File: config.mk
export PLATFORM = sky130hd
export DESIGN_NAME = snake_move_scheduler
export DESIGN_NICKNAME = d
export VERILOG_FILES = /design/src/rtl/snake_move_scheduler.sv
export SDC_FILE = /design/constraint.sdc
export NUM_CORES = 1
export LEC_CHECK = 0
export ABC_AREA = 1
export CAP_MARGIN = 20
export CORE_AREA = 5 5 104 126
export CTS_BUF_LIST = sky130_fd_sc_hd__clkbuf_8
export DETAILED_ROUTE_END_ITERATION = 8
export DIE_AREA = 0 0 109 131
export SYNTH_ARGS = -nofsm -noshare
export SYNTH_HDL_FRONTEND = slang
export SYNTH_SLANG_ARGS = --single-unit
File: constraint.sdc
create_clock -name Clk -period 3.55 [get_ports Clk]
set_clock_uncertainty 0.15 [all_clocks]
set_input_delay 0.5325 -clock Clk [delete_from_list [all_inputs] [get_ports Clk]]
set_output_delay 0.5325 -clock Clk [all_outputs]
set_load 0.05 [all_outputs]
File: src/rtl/snake_move_scheduler.sv
// Snake game-flow controller: game FSM, move tick, direction arbitration, step request/response.
// Latency: step_o rises one clock after the tick terminal count; outcome of done_i visible one clock later.
// Backpressure: each step waits in WAIT for done_i (bounded by ACK_TIMEOUT); no new step is issued meanwhile.
module snake_move_scheduler #(
    parameter int TICK_DIV    = 15_000_000,
    parameter int INIT_LEN    = 3,
    parameter int MAX_LEN     = 16,
    parameter int ACK_TIMEOUT = 1024
) (
    input  logic       Clk,
    input  logic       Reset,
    input  logic       BtnU,
    input  logic       BtnR,
    input  logic       BtnD,
    input  logic       BtnL,
    input  logic       done_i,
    input  logic       collide_i,
    input  logic       ate_i,
    output logic       step_o,
    output logic       grow_o,
    output logic [1:0] dir_o,
    output logic [7:0] length_o,
    output logic       q_I,
    output logic       q_Run,
    output logic       q_Lose,
    output logic       q_Win
);

    localparam int CNT_W = (TICK_DIV > 1) ? $clog2(TICK_DIV) : 1;
    localparam int TO_W  = (ACK_TIMEOUT > 0) ? $clog2(ACK_TIMEOUT + 1) : 1;

    localparam logic [CNT_W-1:0] CNT_LAST = CNT_W'(TICK_DIV - 1);
    localparam logic [TO_W-1:0]  TO_LAST  = TO_W'(ACK_TIMEOUT - 1);
    localparam logic [7:0]       LEN_INIT = 8'(INIT_LEN);
    localparam logic [7:0]       LEN_MAX  = 8'(MAX_LEN);

    localparam logic [1:0] DIR_UP    = 2'b00;
    localparam logic [1:0] DIR_RIGHT = 2'b01;
    localparam logic [1:0] DIR_DOWN  = 2'b10;
    localparam logic [1:0] DIR_LEFT  = 2'b11;

    typedef enum logic [2:0] {
        S_INIT = 3'd0,
        S_RUN  = 3'd1,
        S_STEP = 3'd2,
        S_WAIT = 3'd3,
        S_LOSE = 3'd4,
        S_WIN  = 3'd5
    } state_t;

    state_t           r_state;
    logic [CNT_W-1:0] r_cnt;
    logic [TO_W-1:0]  r_to_cnt;
    logic [1:0]       r_dir;
    logic [1:0]       r_pend;
    logic             r_armed;
    logic             r_grow_pend;
    logic [7:0]       r_len;
    logic             r_step;
    logic             r_grow;
    logic             r_q_i;
    logic             r_q_run;
    logic             r_q_lose;
    logic             r_q_win;

    state_t           w_next;
    logic [CNT_W-1:0] w_cnt;
    logic [TO_W-1:0]  w_to_cnt;
    logic [1:0]       w_dir;
    logic [1:0]       w_pend;
    logic             w_armed;
    logic             w_grow_pend;
    logic [7:0]       w_len;
    logic             w_step;
    logic             w_grow;

    logic             w_btn_any;
    logic [1:0]       w_btn_dir;
    logic             w_live;
    logic             w_reverse;
    logic             w_accept;

    // Button arbitration: pick the highest-priority press (U > R > D > L), then
    // drop it if it would reverse the committed direction once the game is armed.
    always_comb begin
        w_btn_any = BtnU | BtnR | BtnD | BtnL;
        w_btn_dir = DIR_LEFT;
        if (BtnU) begin
            w_btn_dir = DIR_UP;
        end else if (BtnR) begin
            w_btn_dir = DIR_RIGHT;
        end else if (BtnD) begin
            w_btn_dir = DIR_DOWN;
        end
        w_live    = (r_state == S_RUN) || (r_state == S_STEP) || (r_state == S_WAIT);
        // Opposite directions differ only in the MSB of the encoding.
        w_reverse = (w_btn_dir == (r_dir ^ 2'b10));
        w_accept  = w_live && w_btn_any && (!r_armed || !w_reverse);
    end

    // Next-state and next-value logic for the game FSM and its datapath registers.
    always_comb begin
        w_next      = r_state;
        w_cnt       = r_cnt;
        w_to_cnt    = r_to_cnt;
        w_dir       = r_dir;
        w_pend      = r_pend;
        w_armed     = r_armed;
        w_grow_pend = r_grow_pend;
        w_len       = r_len;
        w_step      = 1'b0;
        w_grow      = 1'b0;

        // A press on the terminal-count cycle lands in pending only; dir_o takes
        // the old pending value below, so that press applies to the following step.
        if (w_accept) begin
            w_pend  = w_btn_dir;
            w_armed = 1'b1;
        end

        case (r_state)
            S_INIT: begin
                w_next = S_RUN;
            end
            S_RUN: begin
                // The tick only runs after the first direction press.
                if (r_armed) begin
                    if (r_cnt == CNT_LAST) begin
                        w_next      = S_STEP;
                        w_cnt       = '0;
                        w_dir       = r_pend;
                        w_step      = 1'b1;
                        w_grow      = r_grow_pend;
                        w_grow_pend = 1'b0;
                    end else begin
                        w_cnt = r_cnt + CNT_W'(1);
                    end
                end
            end
            S_STEP: begin
                w_next   = S_WAIT;
                w_to_cnt = '0;
            end
            S_WAIT: begin
                if (done_i) begin
                    w_to_cnt = '0;
                    if (collide_i) begin
                        w_next = S_LOSE;
                    end else if (ate_i) begin
                        w_grow_pend = 1'b1;
                        if (r_len >= (LEN_MAX - 8'd1)) begin
                            w_len  = LEN_MAX;
                            w_next = S_WIN;
                        end else begin
                            w_len  = r_len + 8'd1;
                            w_next = S_RUN;
                        end
                    end else begin
                        w_next = S_RUN;
                    end
                end else if (r_to_cnt == TO_LAST) begin
                    // Datapath never answered: treat as a loss.
                    w_to_cnt = '0;
                    w_next   = S_LOSE;
                end else begin
                    w_to_cnt = r_to_cnt + TO_W'(1);
                end
            end
            default: begin
                // LOSE and WIN hold until Reset.
                w_next = r_state;
            end
        endcase
    end

    // State register and all registered outputs; Reset overrides any input in the same cycle.
    always_ff @(posedge Clk) begin
        if (Reset) begin
            r_state     <= S_INIT;
            r_cnt       <= '0;
            r_to_cnt    <= '0;
            r_dir       <= DIR_RIGHT;
            r_pend      <= DIR_RIGHT;
            r_armed     <= 1'b0;
            r_grow_pend <= 1'b0;
            r_len       <= LEN_INIT;
            r_step      <= 1'b0;
            r_grow      <= 1'b0;
            r_q_i       <= 1'b1;
            r_q_run     <= 1'b0;
            r_q_lose    <= 1'b0;
            r_q_win     <= 1'b0;
        end else begin
            r_state     <= w_next;
            r_cnt       <= w_cnt;
            r_to_cnt    <= w_to_cnt;
            r_dir       <= w_dir;
            r_pend      <= w_pend;
            r_armed     <= w_armed;
            r_grow_pend <= w_grow_pend;
            r_len       <= w_len;
            r_step      <= w_step;
            r_grow      <= w_grow;
            r_q_i       <= (w_next == S_INIT);
            r_q_run     <= (w_next == S_RUN) || (w_next == S_STEP) || (w_next == S_WAIT);
            r_q_lose    <= (w_next == S_LOSE);
            r_q_win     <= (w_next == S_WIN);
        end
    end

    assign step_o   = r_step;
    assign grow_o   = r_grow;
    assign dir_o    = r_dir;
    assign length_o = r_len;
    assign q_I      = r_q_i;
    assign q_Run    = r_q_run;
    assign q_Lose   = r_q_lose;
    assign q_Win    = r_q_win;

endmodule

==> metrics list, run 1 <==
- Outcome: finished clean
- Post-synthesis to final-layout area growth: 22.9%
- Prior to clock tree synthesis, the placed netlist has a worst setup slack of 1.26 ns.
* Remaining global-route overflow: 0
- After synthesis the netlist holds a flip-flop and latch count of 58.
- Least setup slack across all paths after layout: roughly 1.3 ns
- Number of buffers inserted for hold repair after clock tree synthesis: 0
* Sequential-to-total area share from yosys stat: 40.5%
- Initial antenna violation count: 0
* Post-synth EDFFs: 0
- CP cell instances: clkdlybuf4s50_1
- When the netlist entered floorplanning its net count stood at 437.
- Once the floorplan was initialized, standard cells occupied 24.2% of the core.
- The count of final hold-check violations was 0.
* Fraction of met3 tracks used by global routing: 2.90%
- For this run, design rule violations remaining after detail routing come to 0.
* Area of the multi-input gates: 1460 sq um
* Endpoint class of the critical path: primary output
* Critical path class: register to primary output
* Most common cell after layout, fill and taps aside: sky130_fd_sc_hd__nand2_1
- Portion of synthesized cell area occupied by the leading cell type: 40.5%
* Post-cts gate resize count: 0
* Final critical-path required period: 2.28 ns
* Die boundary width: 109 microns
- Power per standard cell area: a little over 400 nW/um^2
* Placer Congestion: between 0.8 and 0.9
* Clk slew on worst S/H paths: 0.07 ns
* Kind of start point of the critical path: register
- M1 GR Usage: 11.1%
- CTS tree: yes
* Detailed Place HPWL: 4990 microns
* Buffers on Ports: 24
- Max Root-Sink Buffers: 2
- CTS buffer count: 9
* Proportion of synthesized flip-flops having asynchronous set or reset: 0%
* Rel. slew slack: 65.0%
- The detail route stage leaves a number of antenna-violating nets equal to 0.
- The number of global-route vias before repair was 2606.
* Avg WL per Cell: 11.0 microns
- The floorplan step defined a die boundary enclosing 14300 sq um.
- For this run, the total global-route usage over all layers was measured as roughly 10%.
* Reg area: 1160 sq um
- Worst min path class: register to register
- Gate count after technology mapping: 425
- Clock tree synthesis selected as its root buffer the cell sky130_fd_sc_hd__clkbuf_8.
* Worst-path maximum fanout: 5
- Fraction of met2 tracks used by global routing: 17.8%
* Clock H-tree levels: 3
- Antenna diode count: 0
- For this run, the slowest stage of the critical path takes approximately 0.84 ns.
* Routed vias: ~2600
* Slew @ Worst Pin: between 0.5 and 0.6 ns
- Reg-to-reg critical path startpoint: r_cnt[0]$_SDFFE_PP0P_
- The first global-routing pass estimated 11500 microns of wire.
- Leading cell types in the layout, fill and taps excluded: 96 x sky130_fd_sc_hd__nand2_1, 86 x sky130_fd_sc_hd__nor2_1, 58 x sky130_fd_sc_hd__dfxtp_1
* Highest-utilization routing layer at the global route stage: met2
- Entering global routing, the biggest net connects 25 pins.
* Fillers: around 1300
- Core box area: ~12000 sq um
- Setup repair after global routing left no endpoint under its margin.
- The average instance in the mapped netlist occupies 6.74 sq um.
- STA puts the critical path data required time at 2.87 ns.
- Setup violations remaining at the end of the flow were counted as 0.
* CP Data Arrival Time: 1.60 ns
- In this run the count of I/O pins placed on the die edge is 25.
- The most critical setup path has its startpoint at length_o[0]$_SDFFE_PP1P_.
- Clock sink count: 58
- Hold Path Origin: r_to_cnt[10]$_SDFFE_PP0N_
- The final layout contains 467 nets.
- The synthesized netlist contains 36 unique library cells.
- The count of final max-slew check failures came to 0.
- Across the run, the number of max-cap violations was 0.
* Dominant cell type by area after synthesis: sky130_fd_sc_hd__dfxtp_1
- Dominant synthesized flop cell: sky130_fd_sc_hd__dfxtp_1
- Most area-consuming cells after synthesis: sky130_fd_sc_hd__dfxtp_1 41%, sky130_fd_sc_hd__nand2_1 13%, sky130_fd_sc_hd__nor2_1 11%
- Static timing analysis puts the maximum clock frequency at 438 MHz.
* Netlist area before placement: 2860 sq um
- Clock network latency to the later pin of the worst-skew pair: 0.35 ns
* WL final: 6850 microns
* Ratio of routed vias to standard cells: 4.24
- Cells with a size suffix above 1 make up approximately 8.5% of the layout.
- IR analysis of the VDD net gives a maximum drop of 0.000166 V.
* Leakage power of the design: 0.00129 uW
- Chip Height: 131 microns
- The detailed router finished its first iteration with around 200 violations.
* Summed negative setup slack over all endpoints: 0 ns
* Master of the slowest instance on the critical path: sky130_fd_sc_hd__clkdlybuf4s50_1
- Together, buffers and inverters on the worst path number 1.
- Detailed-router iteration count before antenna repair: 4
* Gate family responsible for the most delay along the worst path: buffers and inverters
* Floorplan row count: 44
* Post-CTS Setup Repair Bufs: 0
* Count of yosys warnings during synthesis: 0
- In the finished design, the share of the clock period the worst path needs comes to 64.3%.
## layer usage
metal | wire, microns | share of wire (%)
met1 | 2940 | 43
met2 | 3450 | 50
met3 | 277 | 4.0
met4 | 186 | 2.7
met5 | 0 | 0
## sequential cells by signal, summed over array words and instances, names as in the netlist, 2 cells and up
signal / flops
r_pend: 2
r_cnt: 24
length_o: 8
dir_o: 2
r_to_cnt: 11
r_state: 3
## cell type report
type	count	share of cell area (%)
Multi-Input combinational cell	304	41.5
Sequential cell	58	33.0
Timing Repair Buffer	25	7.04
Inverter	57	6.15
Tap cell	161	5.72
Clock buffer	9	3.52
Clock inverter	7	3.13
## cell usage after synthesis (2+ instances only)
cell type / n
sky130_fd_sc_hd__nand2_2: 3
sky130_fd_sc_hd__ha_1: 3
sky130_fd_sc_hd__inv_1: 51
sky130_fd_sc_hd__inv_2: 4
sky130_fd_sc_hd__nor2_4: 3
sky130_fd_sc_hd__nor2_1: 86
sky130_fd_sc_hd__nand3_1: 28
sky130_fd_sc_hd__o211ai_1: 2
sky130_fd_sc_hd__xor2_1: 9
sky130_fd_sc_hd__nor3_2: 2
sky130_fd_sc_hd__nand3_2: 3
sky130_fd_sc_hd__clkbuf_1: 4
sky130_fd_sc_hd__nand2_1: 96
sky130_fd_sc_hd__o21bai_1: 2
sky130_fd_sc_hd__nor2_2: 4
sky130_fd_sc_hd__a21oi_1: 17
sky130_fd_sc_hd__nor3_1: 13
sky130_fd_sc_hd__nand4_1: 6
sky130_fd_sc_hd__o22ai_1: 3
sky130_fd_sc_hd__dfxtp_1: 58
sky130_fd_sc_hd__o21ai_0: 13
## report_power, final
| part | internal, uW | total, uW | switching (uW) | leakage (uW) |
|---|---|---|---|---|
| clock | 460 | 737 | 278 | 0.000122 |
| combinational | 19.5 | 54.0 | 34.5 | 0.000698 |
| sequential | 656 | 660 | 4.03 | 0.000469 |
| total | 1140 | 1450 | 316 | 0.00129 |
## worst min-delay path: stages, from the launching register on
cell	delay (ns)
sky130_fd_sc_hd__dfxtp_1	0.30
sky130_fd_sc_hd__inv_1	0.06
sky130_fd_sc_hd__nor3_1	0.05
## stage by stage
step / util (%) / std cells / instance area, sq um / power (uW) / hold slack (ns)
detailed placement: 27.8 / 605 / 3290 / 729 / 0.291
floorplan: - / 425 / 2860 / 708 / 0.274
CTS: 29.7 / 621 / 3520 / 1460 / 0.303
global route: 29.7 / 621 / 3520 / 1500 / 0.331
finish: 29.7 / 621 / 3520 / 1450 / 0.299
global placement: 27.8 / 605 / 3290 / 728 / 0.290
## logic make-up (layout without fill, tap and decap cells)
kind of cell    after synthesis  after routing  share of synthesized area [%]
compound gates               40             40                           7.60
fa+ha+maj                     3              3                           1.31
simple gates                251            251                           39.0
buf+inv                      63             98                           8.52
flops                        58             58                           40.5
xor+xnor                     10             10                           3.06
## final timing paths
| path | cells past startpoint | to | slack, ns |
|---|---|---|---|
| worst max-delay path | 1 | length_o[0] | 1.27 |
| worst min register to register | 2 | r_to_cnt[10]$_SDFFE_PP0N_ | 0.30 |
| worst min-delay path | 2 | r_to_cnt[10]$_SDFFE_PP0N_ | 0.30 |
| worst max register to register | 9 | r_cnt[8]$_SDFFE_PP0P_ | 1.49 |
Note: power is estimated with default switching activity, not from simulation.
==> run 2: changes to the inputs <==
Clock period 3.55 ns to 2.2 ns, I/O delays scaled along.
==> run 2 against run 1 <==
  * Register-to-register slack got worse by 1.2 ns
  * Sequential share of layout area up 0.082 points
  * Setup slack worse by 1.1 ns
  * Count of clock-buffer cells in the layout increased by 1
  * Via count is 0.57% higher
  * Die area is the same
  * Final cell count is 0.64% higher
  * Clock power up 31%
==> metrics list, run 2 (synthesis results as in run 1) <==
* Number of max-slew violations in the final report: 0 (unchanged)
- Number of flip-flops under the largest register name: 24 (unchanged)
- The global router's overall resource usage was 10.1% (-0.21 points).
- The count of input and output buffers is 24 (unchanged).
- The number of iterations in the first detailed-routing pass was 4 (unchanged).
- Vias in the first global route: 2641 (+1.3%)
- Leakage power of the design: 0.00129 uW (+0.39%)
- The weighted congestion reported at the end of routability-driven placement is 0.829 (-0.40%).
* Capture instance of the worst register-to-register path: r_cnt[23]$_SDFFE_PP0P_
- The critical path goes through clkdlybuf4s50_1.
- Clk slew on worst S/H paths: 0.07 ns (about the same)
- Detailed Place HPWL: 5050 microns (+1.1%)
- Chip Height: 131 microns (unchanged)
- The count of routing violations after the opening detailed-route iteration is 147 (-28%).
- The post-cts resize count was 0 (unchanged).
- Total buffers and inverters traversed by the critical path: 1 (unchanged)
- The largest fanout on the critical path is 5 (unchanged).
* Finished Cell Area: 3510 sq um (-0.25%)
- The worst hold path terminates at r_to_cnt[10]$_SDFFE_PP0N_.
- The maximum buffer depth of the clock tree is 2 (unchanged).
- Power per standard cell area: 604 nW/um^2 (+46%)
* Worst min path class: register to register
- The worst relative slew slack is 64.3% (-0.68 points).
* Maximum VDD drop: 0.000221 V (+33%)
- Remaining global-route overflow: 0 (unchanged)
- WL final: 6590 microns (-3.8%)
* Antenna diode count: 0 (unchanged)
* Slew @ Worst Pin: 0.534 ns (+0.0101 ns)
* Leading cell types in the layout, fill and taps excluded: 96 x sky130_fd_sc_hd__nand2_1, 86 x sky130_fd_sc_hd__nor2_1, 58 x sky130_fd_sc_hd__dfxtp_1
- The clock net sink count came to 58 (unchanged).
- The number of buffers inserted during clock tree synthesis came to 9 (unchanged).
- After layout, the minimum clock period comes to 2.07 ns.
- Critical path class: register to primary output
* Endpoint class of the critical path: primary output
- The routed wirelength normalized by instance count came to 10.5 microns (-4.4%).
- Core box area: 11800 sq um (unchanged)
* Top reg by flops: r_cnt
- The placed cell area is 3320 sq um (+0.91%).
* Max incr delay on CP: 0.84 ns (about the same)
* CP Data Arrival Time: 1.59 ns (about the same)
- The number of setup buffers added after CTS was 0 (unchanged).
* Buffer type at the clock tree root: sky130_fd_sc_hd__clkbuf_8
- Area of the die: 14300 sq um (unchanged)
* Outcome: finished clean
- Largest net degree at the start of global routing: 24 (-4.0%)
- The clock insertion delay at the later pin of the skew report came to 0.35 ns (about the same).
- The initial cell density of the core came to 24.2% (unchanged).
- Post-layout nets: 471 (+0.86%)
- Kind of start point of the critical path: register
- Initial antenna violation count: 0 (unchanged)
* RSZ-0062 raised after global routing: no
* Die boundary width: 109 microns (unchanged)
* Fin. Hold Viols: 0 (unchanged)
* Post-synthesis to final-layout area growth: 22.6%
- Max-Cap Viols: 0 (unchanged)
- The placement row count was 44 (unchanged).
- The number of I/O pins came to 25 (unchanged).
- The fraction of layout instances using a drive strength above 1 is 9.48% (+1.0 points).
* Gate family responsible for the most delay along the worst path: buffers and inverters
- The area of the multi-input gates was 1460 sq um (unchanged).
- Summed negative setup slack over all endpoints: 0 ns (unchanged)
* Most common cell after layout, fill and taps aside: sky130_fd_sc_hd__nand2_1
- Reg area: 1160 sq um (unchanged)
- TritonCTS built the clock tree.
- Register-to-Register Path Depth: 9 (unchanged)
- Number of endpoints failing setup at the final stage: 0 (unchanged)
- Number of instances on the worst hold path: 2 (unchanged)
- Number of buffers inserted for hold repair after clock tree synthesis: 0 (unchanged)
- The global-route wire length before repair came to 11200 microns (-1.9%).
- Final clock period utilization by the worst path: 94.1%
- Hold Path Origin: r_to_cnt[10]$_SDFFE_PP0N_
- Routed vias: 2649 (+0.57%)
- Required time of the worst setup path: 1.72 ns (-1.15 ns)
- The largest individual stage delay along the critical path comes from the cell sky130_fd_sc_hd__clkdlybuf4s50_1.
- In this run the critical register-to-register path is launched from r_state[0]$_SDFF_PP0_.
- Remaining routing DRC violations: 0 (unchanged)
- Remaining antenna violation count after routing: 0 (unchanged)
- The final-layout fill cell count was 1279 (-0.31%).
* Clock H-tree levels: 3 (unchanged)
- The ratio of routed vias to standard cells was 4.24 (about the same).
- Timing would allow up to 483 MHz.
* R2R Setup Slk: 0.33 ns (-1.16 ns)
[run 2: cell count changes in the layout (fill, tap and decap cells not counted), sizes merged]
cell      change
buf           +4
clkinv        +3
bufinv        -2
clkbuf        +1
clkinvlp      -1
inv           -1
[run 2: through the flow]
step | util, % | worst slack (ns) | hold slack, ns | cells | total power [uW]
3_3_place_gp | 28.0 | 0.164 | 0.284 | 609 | 1180
2_1_floorplan | - | 0.423 | 0.261 | 425 | 1140
5_1_grt | 29.7 | 0.0558 | 0.319 | 625 | 2210
3_5_place_dp | 28.0 | 0.157 | 0.288 | 609 | 1180
6_report | 29.7 | 0.130 | 0.296 | 625 | 2120
4_1_cts | 29.7 | 0.0987 | 0.299 | 625 | 2160
[run 2: layout make-up]
| type | count | area share (%) |
|---|---|---|
| sequential | 58 | 33.1 |
| clock inverter | 6 | 1.64 |
| multi-input combinational | 304 | 41.6 |
| inverter | 57 | 6.17 |
| clock buffer | 10 | 3.92 |
| timing repair buffer | 29 | 7.91 |
| tap | 161 | 5.74 |
[run 2: how the worst max path moves through the flow]
stage	startpoint	to	cells after the start
6_report	length_o[0]$_SDFFE_PP1P_	length_o[0]	1
2_1_floorplan	length_o[0]$_SDFFE_PP1P_	q_Win$_SDFF_PP0_	9
5_1_grt	length_o[0]$_SDFFE_PP1P_	length_o[0]	1
4_1_cts	length_o[0]$_SDFFE_PP1P_	length_o[0]	1
3_3_place_gp	done_i	length_o[2]$_SDFFE_PP0P_	9
3_5_place_dp	done_i	length_o[3]$_SDFFE_PP0P_	8
[run 2: power breakdown]
group / switching (uW) / internal, uW / total (uW)
clock network: 419 / 545 / 964
logic: 56.6 / 33.6 / 90.2
registers: 6.16 / 1060 / 1070
total: 482 / 1640 / 2120
[run 2: layer usage]
layer  track usage [%]  vias to the layer above  wire length [microns]
li1                  -                     1411                      -
met1              10.5                     1208                   2900
met2              17.9                       18                   3370
met3              3.05                       12                    153
met4              5.50                        0                    167
met5                 0                        -                      0
==> run 3: changes to the inputs <==
Settings changed: GPL_ROUTABILITY_DRIVEN from default to 0, SETUP_SLACK_MARGIN from default to 0.05.
==> results of run 3 <==
The final DEF is identical to that of run 2; final timing and power are the same.
